### src/rtl/unlock_code_pkg.sv
// Shared definitions for the 2-bit unlock-code protocol: symbols, the code itself
// and the transmitter state encoding.
package unlock_code_pkg;

    localparam logic [1:0] SYM_IDLE = 2'b00;
    localparam logic [1:0] SYM_A    = 2'b01;
    localparam logic [1:0] SYM_B    = 2'b10;
    localparam logic [1:0] SYM_C    = 2'b11;

    localparam int unsigned CODE_LEN = 5;
    localparam logic [1:0] CODE [CODE_LEN] = '{SYM_A, SYM_B, SYM_C, SYM_B, SYM_A};

    typedef enum logic [1:0] {
        StIdle,
        StSend,
        StGap,
        StDone
    } tx_state_e;

    // Out-of-range indices map to the idle symbol rather than wrapping.
    function automatic logic [1:0] code_sym(input logic [2:0] idx);
        case (idx)
            3'd0:    return CODE[0];
            3'd1:    return CODE[1];
            3'd2:    return CODE[2];
            3'd3:    return CODE[3];
            3'd4:    return CODE[4];
            default: return SYM_IDLE;
        endcase
    endfunction

endpackage

### src/rtl/unlock_seq_tx.sv
// Unlock-code transmitter: sends the five-symbol code with GAP_CYCLES idle
// cycles between symbols, then pulses done.
module unlock_seq_tx
    import unlock_code_pkg::*;
#(
    parameter int unsigned GAP_CYCLES = 1
) (
    input  logic       clk,
    input  logic       reset,
    input  logic       start,
    input  logic       abort,
    output logic       x1,
    output logic       x0,
    output logic       busy,
    output logic       done,
    output logic [2:0] sym_idx
);

    localparam logic [2:0] LastIdx = 3'(CODE_LEN - 1);

    tx_state_e  state_q, state_d;
    logic [2:0] sym_idx_q, sym_idx_d;
    logic [3:0] gap_q, gap_d;
    logic [1:0] sym_q, sym_d;
    logic       busy_q, busy_d;
    logic       done_q, done_d;

    always_comb begin
        state_d   = state_q;
        sym_idx_d = sym_idx_q;
        gap_d     = gap_q;
        unique case (state_q)
            StIdle: begin
                if (start && !abort) begin
                    state_d   = StSend;
                    sym_idx_d = 3'd0;
                end
            end
            StSend: begin
                if (abort) begin
                    state_d = StIdle;
                end else if (sym_idx_q == LastIdx) begin
                    state_d = StDone;
                end else if (GAP_CYCLES > 0) begin
                    state_d = StGap;
                    gap_d   = 4'(GAP_CYCLES - 1);
                end else begin
                    sym_idx_d = sym_idx_q + 3'd1;
                end
            end
            StGap: begin
                if (abort) begin
                    state_d = StIdle;
                end else if (gap_q == 4'd0) begin
                    state_d   = StSend;
                    sym_idx_d = sym_idx_q + 3'd1;
                end else begin
                    gap_d = gap_q - 4'd1;
                end
            end
            StDone: begin
                state_d = StIdle;
            end
            default: begin
                state_d = StIdle;
            end
        endcase

        // Outputs are decoded from the next state so they appear registered.
        sym_d  = (state_d == StSend) ? code_sym(sym_idx_d) : SYM_IDLE;
        busy_d = (state_d == StSend) || (state_d == StGap);
        done_d = (state_d == StDone);
    end

    always_ff @(posedge clk or negedge reset) begin
        if (!reset) begin
            state_q   <= StIdle;
            sym_idx_q <= 3'd0;
            gap_q     <= 4'd0;
            sym_q     <= SYM_IDLE;
            busy_q    <= 1'b0;
            done_q    <= 1'b0;
        end else begin
            state_q   <= state_d;
            sym_idx_q <= sym_idx_d;
            gap_q     <= gap_d;
            sym_q     <= sym_d;
            busy_q    <= busy_d;
            done_q    <= done_d;
        end
    end

    assign x1      = sym_q[1];
    assign x0      = sym_q[0];
    assign busy    = busy_q;
    assign done    = done_q;
    assign sym_idx = sym_idx_q;

endmodule

### config.mk
export PLATFORM = sky130hd
export DESIGN_NAME = unlock_seq_tx
export DESIGN_NICKNAME = d
export VERILOG_FILES = /design/src/rtl/unlock_code_pkg.sv /design/src/rtl/unlock_seq_tx.sv
export SDC_FILE = /design/constraint.sdc
export NUM_CORES = 1
export LEC_CHECK = 0
export ABC_AREA = 0
export CORE_UTILIZATION = 51
export CTS_CLUSTER_DIAMETER = 150
export DETAILED_ROUTE_END_ITERATION = 12
export PLACE_DENSITY = 0.86
export SLEW_MARGIN = 30
export SYNTH_ARGS = -nofsm -noshare
export SYNTH_HDL_FRONTEND = slang
export SYNTH_SLANG_ARGS = --single-unit
### constraint.sdc
create_clock -name clk -period 2.7 [get_ports clk]
set_clock_uncertainty 0.2 [all_clocks]
set_input_delay 0.54 -clock clk [delete_from_list [all_inputs] [get_ports clk]]
set_output_delay 0.54 -clock clk [all_outputs]
set_load 0.005 [all_outputs]
After elaboration in Yosys (flattened, before gate mapping)
Cells that the tools add are included. Widths: inputs -> output; s select.

Bits in registers: 13. Latch bits: 0. Bits in writable memories: 0. Memory bits (read-only): 0. Input port bits: 4. Output and inout bits: 7. Logic and storage cells: 50. Memories: 0.

Add/subtract/negate cells: 2. Multiply operators: 0. Divide/modulo/power cells: 0. Order comparisons: 0. Eq/ne operators: 15. Shifts and indexed selects: 0. Mux-type cells: 17. Bitwise logic cells: 0. Reduce and logical (&&, ||, !) cells: 10.

Operator list (number): $mux 4 (4); $mux 2 (5); $mux 3 (3); $eq 2x2->1 const B (4); $ne 2x2->1 const B (4); $pmux 2 s4 (1); $pmux 4 s2 (1); $eq 3x2->1 const B (2); $eq 3x3->1 const B (2); $pmux 2 s3 (1); $pmux 3 s2 (1); $reduce_and 5->1 (1); $eq 2x1->1 const B (2); $logic_not 4->1 (1); $reduce_or 2->1 (2); $sub 4x1->4 const B (1); $add 3x1->3 const B (1); $eq 3x1->1 const B (1); $logic_not 3->1 (1); $logic_not 2->1 (1); $reduce_bool 2->1 (1); $logic_and 1x1->1 (1); $logic_not 1->1 (1); $logic_or 1x1->1 (1); $mux 1 (1).

Logic depth before layout (Yosys ltp)
Gate-level depths: netlist of the first run.

Depth in word-level cells: 8. Gate-level depth with buffers: 8. Mapped depth without buffers: 8.

Worst setup path before layout of the first run
Ideal clock, no wire load.

Path type: register to register. Start: register gap_q[0]. End: register sym_q[1]. Library setup time: 94 ps. Data arrival time: 1640 ps. Required time: 2406 ps. Setup slack: 766 ps. Cell stages (with the launch flop): 9. Buffers on the path: 0. Clock period less this slack: 1934 ps. Cells stage by stage: dfrtp_1 > inv_1 > ha_1 > or3b_2 > nand2_1 > a21o_1 > ha_1 > inv_1 > a211oi_1.

Cells in the longest elaborated chain, start to end: 8. Elaborated cells between the ends (all ways): 17. Those cells by class: eq/ne: 5; mux: 8; reduce/logical: 4.

RTL lines: from (decl) (line unlock_seq_tx.sv:23) `logic [3:0] gap_q, gap_d;`; from (signal assigned) (line unlock_seq_tx.sv:86) `gap_q <= gap_d;`; $logic_not 4->1 * (line unlock_seq_tx.sv:54) `end else if (gap_q == 4'd0) begin`; $mux 3 (line unlock_seq_tx.sv:54); $mux 3 (line unlock_seq_tx.sv:52) `if (abort) begin`; $pmux 3 s2 (line unlock_seq_tx.sv:32) `unique case (state_q)`; $eq 3x3->1 (tied with other cells) (line unlock_code_pkg.sv:22) `case (idx)`; $reduce_or 2->1 (no line); $pmux 2 s3 (line unlock_code_pkg.sv:22); $mux 2 * (line unlock_seq_tx.sv:70) `sym_d = (state_d == StSend) ? code_sym(sym_idx_d) : SYM_IDLE;`; via sym_d[1] (line unlock_seq_tx.sv:24) `logic [1:0] sym_q, sym_d;`; to (signal assigned) (line unlock_seq_tx.sv:87) `sym_q <= sym_d;`; to (decl) (line unlock_seq_tx.sv:24).

Mark *: on every way through the listed nets, which the timed path passes. The rest lies on a longest branch. A chain may end at the register's enable or synchronous reset.

Final worst setup path of the first run
Start: input port abort. End: register sym_q[1].

Cells in the longest elaborated chain, start to end: 8. Elaborated cells between the ends (all ways): 19. Those cells by class: eq/ne: 5; mux: 9; reduce/logical: 5.

RTL lines: from (decl) (line unlock_seq_tx.sv:11) `input logic abort,`; $logic_not 1->1 (line unlock_seq_tx.sv:34) `if (start && !abort) begin`; $logic_and 1x1->1 (line unlock_seq_tx.sv:34); $mux 3 (line unlock_seq_tx.sv:34); $pmux 3 s2 (line unlock_seq_tx.sv:32); $eq 3x3->1 (tied with other cells) (line unlock_code_pkg.sv:22); $reduce_or 2->1 (no line); $pmux 2 s3 (line unlock_code_pkg.sv:22); $mux 2 * (line unlock_seq_tx.sv:70); via sym_d[1] (line unlock_seq_tx.sv:24).

Marked as above.

==> results of run 1 <==
cell families after synthesis:
kind of cell | share of synthesized area, %
AO/OA/AOI/OAI | 12.7
XOR/XNOR | 2.37
adder cells (fa/ha/maj) | 10.2
buffers and inverters | 5.59
flip-flops | 44.1
multiplexers | 2.71
AND/OR/NAND/NOR | 22.4
flip-flops by register name, summed over array words and instances, names as in the netlist:
register  cells
busy          1
state_q       2
done          1
sym_q         2
sym_idx       3
gap_q         4
cell usage after synthesis (all sizes together):
master   count  area, µm²
a21o         1       7.51
dfrtp       13        325
mux2i        2       20.0
inv         10       37.5
or4b         1       10.0
a31oi        1       6.26
nand3        2       10.0
nor4b        1       15.0
nand4bb      1       11.3
clkbuf       1       3.75
or3b         1       8.76
and3         4       30.0
nor3         1       5.00
nand2b       3       18.8
o21bai       1       7.51
xor2         2       17.5
o211a        1       10.0
nand2        5       18.8
o31ai        1       7.51
o221ai       1       8.76
a211oi       4       40.0
o22ai        1       6.26
nor2b        3       18.8
nor3b        1       7.51
ha           6       75.1
nor2         3       11.3
area by class of cell:
class | instances | area, µm²
fillers | 112 | 430
inverters | 10 | 37.5
clock buffers | 4 | 26.3
repair buffers | 11 | 108
well taps | 15 | 18.8
flip-flops and latches | 13 | 325
multi-input cells | 47 | 372
path summary, 6_finish.rpt:
kind	depth (start not counted)	slack, ns	to
setup reg to reg	8	0.54	sym_q[1]
min in group asynchronous	1	0.44	busy
setup / recovery	5	0.43	sym_q[1]
hold reg to reg	1	0.30	gap_q[0]
hold / removal	1	0.30	gap_q[0]
max in group asynchronous	1	1.49	state_q[0]
worst max-delay path, cell delays in order:
cell             delay [ns]
clkdlybuf4s50_1        0.53
or4b_1                 0.54
and3_1                 0.21
a211oi_2               0.27
a211oi_1               0.12
power groups by stage:
stage          logic, mW  registers (mW)  clock network, mW
3_5_place_dp       0.314           0.318                  0
4_1_cts            0.316           0.314              0.124
2_1_floorplan      0.197           0.303                  0
6_report           0.316           0.316              0.117
3_3_place_gp       0.301           0.314                  0
5_1_grt            0.354           0.325              0.129
metrics by stage:
step / hold slack (ns) / instance area, µm² / worst slack [ns]
2_1_floorplan: 0.0444 / 738 / 0.766
3_5_place_dp: 0.295 / 861 / 0.164
4_1_cts: 0.306 / 887 / 0.455
3_3_place_gp: 0.289 / 861 / 0.191
5_1_grt: 0.317 / 887 / 0.318
6_report: 0.303 / 887 / 0.430
per-layer routing:
layer | track usage (%) | wire (µm)
met1 | 30.4 | 661
met2 | 38.3 | 715
met3 | 3.33 | 57
met4 | 18.1 | 40
met5 | 0 | 0
==> out/metrics.csv, run 1 <==
metric;value;unit
worstHoldStart;gap_q[0];
internal_power;0.477;mW
netlist_instances;71;
cts_sinks;13;
hold_buffers;0;
ys_types;28;
first_iter_violations;16;
required;2.64;ns
vias_per_cell;5.70;
ctsResizeCount;0;
drv_cap;0;
crit_path_start_kind;primary input;
drcViolationCount;0;
pwr-share-clk;15.7;%
htreeDepth;1;
synth-seq-area-share;44.1;%
clkLatencyLatePin;0.27;ns
fin_tns_setup;0;ns
critPathKind;in2reg;
comb_power_share;42.2;%
ctsRootBufferMaster;clkbuf_4;
antenna_cells;0;
slew-limit-headroom;61.1;%
areaGrowthSynthToFinish;20.2;%
place.port_buffers;10;
synth_warnings;0;
ys_seq_elements;13;
num_rows;13;
ir_drop;0.000654;V
finalSetupViolations;0;
post_drt_wl_per_cell;14.8;µm
period_needed;2.27;ns
synth_area_per_cell;10.4;µm²
timing.rr.start;gap_q[0];
clkTransAtPathRegs;0.08;ns
die_x;40.0;µm
finalNetCount;96;
cts_buffer_depth;2;
cp.arrival;2.21;ns
p_switching;0.272;mW
startpoint;abort;
fp.coreArea;0.00132;mm²
grt_max_degree;14;
dp_hpwl;1140;µm
hold_path_class;reg2reg;
endpoint_kind;flip-flop;
initial_core_util;56.0;%
dr.pass1.iters;4;
p_per_area;844;mW/mm²
fin_crit_sh;84.1;%
seqPwrFrac;42.2;%
ios;11;
chipHeight;40.0;µm
antenna_found_initial;0;
power_leakage;0.440;nW
post-cts-setup-buffers;0;
layout.cells.non_filler;100;
dieArea;0.00160;mm²
ant_nets;0;
fin_util;67.3;%
rsz0062_at_grt;false;
slew_violations;0;
syn_area;738;µm²
finalPower;0.749;mW
cts_tree;done;
synth_fp_nets;81;
placed_cells;96;
place_congestion;0.777;
mostFrequentLayoutCell;dfrtp_1;
worstMarginPinSlew;0.582;ns
wl;1480;µm
overflow;0;
final_cell_mix;dfrtp_1 (13), inv_1 (10), clkdlybuf4s50_1 (10), ha_1 (6), nand2_1 (5);
grt_util_all_layers;24.4;%
grt_pass1_vias;568;
grt_pass1_wl;2450;µm
finalHoldViolations;0;
drive_gt1_share;10.6;%
crit_fanout;7;
vias;570;
cts-buffers-inserted;3;
status;completed;
swShare;36.4;%
fmax;441;MHz
Power figures use the tool's default switching activity.
==> inputs of run 2 (changes only) <==
--- a/config.mk
+++ b/config.mk
@@ -6,10 +6,10 @@
 export NUM_CORES = 1
 export LEC_CHECK = 0
 export ABC_AREA = 0
-export CORE_UTILIZATION = 51
+export CORE_UTILIZATION = 46
 export CTS_CLUSTER_DIAMETER = 150
 export DETAILED_ROUTE_END_ITERATION = 12
-export PLACE_DENSITY = 0.86
+export PLACE_DENSITY = 0.82
 export SLEW_MARGIN = 30
 export SYNTH_ARGS = -nofsm -noshare
 export SYNTH_HDL_FRONTEND = slang
==> constraint.sdc (replaced) <==
create_clock -name clk -period 1.95 [get_ports clk]
set_clock_uncertainty 0.2 [all_clocks]
set_input_delay 0.39 -clock clk [delete_from_list [all_inputs] [get_ports clk]]
set_output_delay 0.39 -clock clk [all_outputs]
set_load 0.005 [all_outputs]
==> out/metrics.csv, run 2 (synthesis gave the netlist of run 1 again) <==
metric;value;unit;change
status;completed;;
rsz0062_at_grt;true;;
crit_end;sym_q[0];;
slew_violations;0;;unchanged
fmax;514;MHz;
layout.cells.non_filler;119;;+19%
antenna_found_initial;0;;unchanged
top_register;gap_q;;
vias;647;;+14%
mostFrequentLayoutCell;buf_4;;
internal_power;0.852;mW;+79%
met1_usage;29.7;%;-0.63 points
p_per_area;1220;mW/mm²;+45%
clkLatencyLatePin;0.27;ns;about the same
crit_fanout;3;;-4
final_cell_mix;buf_4 (19), dfrtp_1 (13), clkdlybuf4s50_1 (9), inv_1 (8), nand2_1 (5);;
critPathKind;reg2reg;;
dr.pass1.iters;4;;unchanged
cts_buffer_depth;2;;unchanged
seqPwrFrac;32.7;%;-9.5 points
clkTransAtPathRegs;0.08;ns;about the same
finalNetCount;114;;+19%
ant_nets;0;;unchanged
fin_crit_sh;99.7;%;
htreeDepth;1;;unchanged
period_needed;1.94;ns;
slowest_delay;0.46;ns;-0.08 ns
cts-buffers-inserted;3;;unchanged
first_iter_violations;9;;-7
slowest_stage;or4b_4;;
initial_core_util;49.0;%;-7.0 points
grt_pass1_wl;2820;µm;+15%
overflow;0;;unchanged
ff2ff_path_depth;6;;-2
dieArea;0.00177;mm²;+10%
globalRouteMet3Util;1.72;%;-1.6 points
swShare;35.7;%;-0.63 points
p_switching;0.474;mW;+74%
num_rows;14;;+1
ff2ff_setup_slack;0.005;ns;-0.53 ns
ir_drop;0.000601;V;-8.1%
post_drt_wl_per_cell;15.2;µm;+3.2%
rr_endpoint;sym_q[0];;
die_x;42.1;µm;+5.0%
grt_util_all_layers;21.1;%;-3.3 points
dp_hpwl;1140;µm;+0.39%
required;1.96;ns;-0.68 ns
seq_area;325;µm²;unchanged
fp.coreArea;0.00151;mm²;+14%
cts_sinks;13;;unchanged
chipHeight;42.1;µm;+5.0%
timing.rr.start;gap_q[0];;
multiInputGateArea;432;µm²;+16%
vias_per_cell;5.44;;-4.6%
comb_power_share;54.5;%;+12 points
gr-usage-met2;33.8;%;-4.6 points
fin_worst_hold_slack;0.283;ns;-0.0200 ns
place.port_buffers;10;;unchanged
largest_reg_flops;4;;unchanged
grt_max_degree;14;;unchanged
fill_cells;98;;-13%
antenna_cells;0;;unchanged
crit_path_start_kind;flip-flop;;
ctsRootBufferMaster;clkbuf_4;;
finalPower;1.33;mW;+77%
place_congestion;0.785;;+1.0%
fin_tns_setup;0;ns;unchanged
finalHoldViolations;0;;unchanged
cts_tree;done;;
hold_buffers;0;;unchanged
cp_cell_sequence;inv_2, ha_4, or4b_4, and3_4, a211oi_4, o211a_1;;
cp.arrival;1.96;ns;-0.25 ns
endpoint_kind;flip-flop;;
wl;1810;µm;+23%
grt_pass1_vias;622;;+9.5%
ios;11;;unchanged
power_leakage;0.555;nW;+26%
areaGrowthSynthToFinish;47.1;%;
drcViolationCount;0;;unchanged
slew-limit-headroom;60.3;%;-0.85 points
drv_cap;0;;unchanged
placed_cells;109;;+14%
worstMarginPinSlew;0.594;ns;+0.0127 ns
startpoint;gap_q[0];;
finalSetupViolations;0;;unchanged
busiest_layer;met2;;
drive_gt1_share;34.0;%;+23 points
pwr-share-clk;12.8;%;-2.9 points
hold_path_class;in2async;;
[run 2: how the worst min path moves through the flow]
stage	endpoint	depth (start not counted)	slack, ns
after floorplan	busy	0	-0.11
after global placement	gap_q[0]	2	0.34
after detailed placement	gap_q[0]	2	0.36
after CTS	gap_q[3]	1	0.31
after global routing	gap_q[3]	1	0.32
final	gap_q[3]	1	0.28
[run 2: per-stage QoR]
| step | utilization [%] | cell area [µm²] | setup WS, ns |
|---|---|---|---|
| 2_1_floorplan | - | 738 | 0.0164 |
| 3_3_place_gp | 63.2 | 952 | -0.279 |
| 3_5_place_dp | 63.2 | 952 | -0.346 |
| 4_1_cts | 69.4 | 1050 | 0.00300 |
| 5_1_grt | 72.1 | 1090 | -0.0522 |
| 6_report | 72.1 | 1090 | 0.00516 |
[run 2: cell type report]
class	instances	share of cell area, %
flip-flops and latches	13	30.0
inverters	10	3.46
well taps	16	1.84
multi-input cells	47	39.7
repair buffers	29	22.6
clock buffers	4	2.42
[run 2: worst max-delay path: cells and delay by family (launching register included)]
kind            cells  cell delay (ns)
simple gates        2             0.63
compound gates      2             0.45
flops               1             0.39
fa+ha+maj           1             0.13
buf+inv             1             0.08
[run 2: per-layer routing]
metal,vias to the layer above,routed length (µm),part of all wire (%)
met1,321,792,44
met3,4,36,2.0
met5,-,0,0
met4,0,27,1.5
li1,307,-,-
met2,15,956,53
[run 2: power by group through the flow]
stage | logic, mW | clock network (mW) | registers [mW]
global route | 0.780 | 0.183 | 0.445
finish | 0.722 | 0.170 | 0.434
CTS | 0.653 | 0.172 | 0.428
floorplan | 0.273 | 0 | 0.419
detailed placement | 0.549 | 0 | 0.424
global placement | 0.531 | 0 | 0.420
[run 2: timing repair]
item                                    CTS  global route
gates resized for setup                  11             3
endpoints found under the hold margin     0             0
setup buffers                             3             3
endpoints found under the setup margin    5             5
pin swaps                                 6             6
==> inputs of run 3 (changes only) <==
==> constraint.sdc (replaced) <==
create_clock -name clk -period 1.95 [get_ports clk]
set_clock_uncertainty 0.2 [all_clocks]
set_input_delay 0.39 -clock clk [delete_from_list [all_inputs] [get_ports clk]]
set_output_delay 0.39 -clock clk [all_outputs]
set_load 0.02 [all_outputs]
==> out/metrics.csv, run 3 (synthesis gave the netlist of run 1 again) <==
metric;value;unit;change
dr.pass1.iters;4;;unchanged
period_needed;1.95;ns;+0.00676 ns
clkTransAtPathRegs;0.08;ns;about the same
finalPower;1.36;mW;+2.9%
place.port_buffers;10;;unchanged
p_per_area;1250;mW/mm²;+2.8%
finalSetupViolations;2;;+2
fin_area;0.00109;mm²;+0.12%
cts_tree;done;;
ant_nets;0;;unchanged
drcViolationCount;0;;unchanged
placed_area;952;µm²;unchanged
rsz0062_at_grt;true;;
startpoint;gap_q[0];;
vias_per_cell;5.34;;-1.7%
worstMarginPinSlew;0.600;ns;+0.00564 ns
post_drt_wl_per_cell;15.5;µm;+1.7%
final_cell_mix;buf_4 (19), dfrtp_1 (13), inv_1 (8), clkdlybuf4s50_1 (6), nand2_1 (5);;
antenna_cells;0;;unchanged
status;finished with violations;;
crit_path_start_kind;flip-flop;;
finalHoldViolations;0;;unchanged
num_rows;14;;unchanged
drive_gt1_share;35.0;%;+0.97 points
layout_setup_ws;-0.00159;ns;-0.00676 ns
ff2ff_setup_slack;-0.002;ns;about the same
dieArea;0.00177;mm²;unchanged
fill_cells;99;;+1.0%
wl;1840;µm;+1.7%
die_x;42.1;µm;unchanged
slew_violations;0;;unchanged
crit_fanout;3;;unchanged
multiInputGateArea;437;µm²;+1.2%
ff2ff_path_depth;6;;unchanged
violations;negative setup slack;;
critPathKind;reg2reg;;
hold_path_class;in2async;;
ios;11;;unchanged
fin_crit_sh;100;%;+0.35 points
seq_area;325;µm²;unchanged
finalNetCount;114;;unchanged
place_congestion;0.785;;unchanged
slew-limit-headroom;59.9;%;-0.38 points
endpoint_kind;flip-flop;;
vias;636;;-1.7%
cts_sinks;13;;unchanged
chipHeight;42.1;µm;unchanged
cts-buffers-inserted;3;;unchanged
largest_reg_flops;4;;unchanged
initial_core_util;49.0;%;unchanged
grt_util_all_layers;21.3;%;+0.18 points
timing.rr.start;gap_q[0];;
ctsRootBufferMaster;clkbuf_4;;
dp_slack;-0.346;ns;unchanged
crit_end;sym_q[0];;
cp.arrival;1.96;ns;about the same
top_register;gap_q;;
first_iter_violations;22;;+13
clkLatencyLatePin;0.27;ns;about the same
fin_worst_hold_slack;0.287;ns;+0.00426 ns
ir_drop;0.000618;V;+2.8%
areaGrowthSynthToFinish;47.3;%;
grt_pass1_vias;626;;+0.64%
hold_buffers;0;;unchanged
grt_pass1_wl;2850;µm;+0.96%
rr_endpoint;sym_q[0];;
drv_cap;0;;unchanged
antenna_found_initial;0;;unchanged
grt_max_degree;14;;unchanged
required;1.96;ns;about the same
overflow;0;;unchanged
power_leakage;0.564;nW;+1.7%
fmax;512;MHz;-0.35%
htreeDepth;1;;unchanged
cts_buffer_depth;2;;unchanged
fin_tns_setup;-0.00173;ns;-0.00173 ns
mostFrequentLayoutCell;buf_4;;
dp_hpwl;1140;µm;unchanged
fp.coreArea;0.00151;mm²;unchanged
run 3: how the worst min path moves through the flow:
stage	startpoint	end	slack (ns)	depth (start not counted)
after floorplan	reset	busy	-0.11	0
after global placement	gap_q[0]	gap_q[0]	0.34	2
after detailed placement	gap_q[0]	gap_q[0]	0.36	2
after CTS	reset	gap_q[3]	0.31	1
after global routing	reset	gap_q[3]	0.32	1
final	reset	gap_q[3]	0.29	1
run 3: through the flow:
stage | utilization (%) | instances
floorplan | - | 71
global placement | 63.2 | 109
detailed placement | 63.2 | 109
CTS | 69.2 | 116
global route | 72.2 | 119
finish | 72.2 | 119
run 3: report_power, final:
part / switching [mW] / internal [mW]
Clock: 0.0882 / 0.0791
Combinational: 0.350 / 0.413
Sequential: 0.0872 / 0.347
Total: 0.525 / 0.839
run 3: layout make-up:
type,count,area share (%)
repair buffers,29,22.2
flip-flops and latches,13,29.9
well taps,16,1.84
inverters,10,3.45
multi-input cells,47,40.2
clock buffers,4,2.42
run 3: per-layer routing:
metal  global-route usage (%)  vias to the layer above  wire, µm
met1                     30.0                      321       809
met5                        0                        -         0
met3                     1.72                        2        17
met4                     8.75                        0        17
li1                         -                      306         -
met2                     34.1                        7       996
run 3: critical path, cell delays in order, from the launching register on:
cell and delay (ns):
dfrtp_1 0.39, inv_2 0.08, ha_4 0.13, or4b_4 0.47, and3_4 0.17, a211oi_4 0.27
o211a_1 0.17
run 3: repair_timing:
item | CTS | global route
pin swaps | 7 | 4
setup endpoints to repair | 6 | 5
gates resized for setup | 14 | 4
setup buffers | 3 | 3
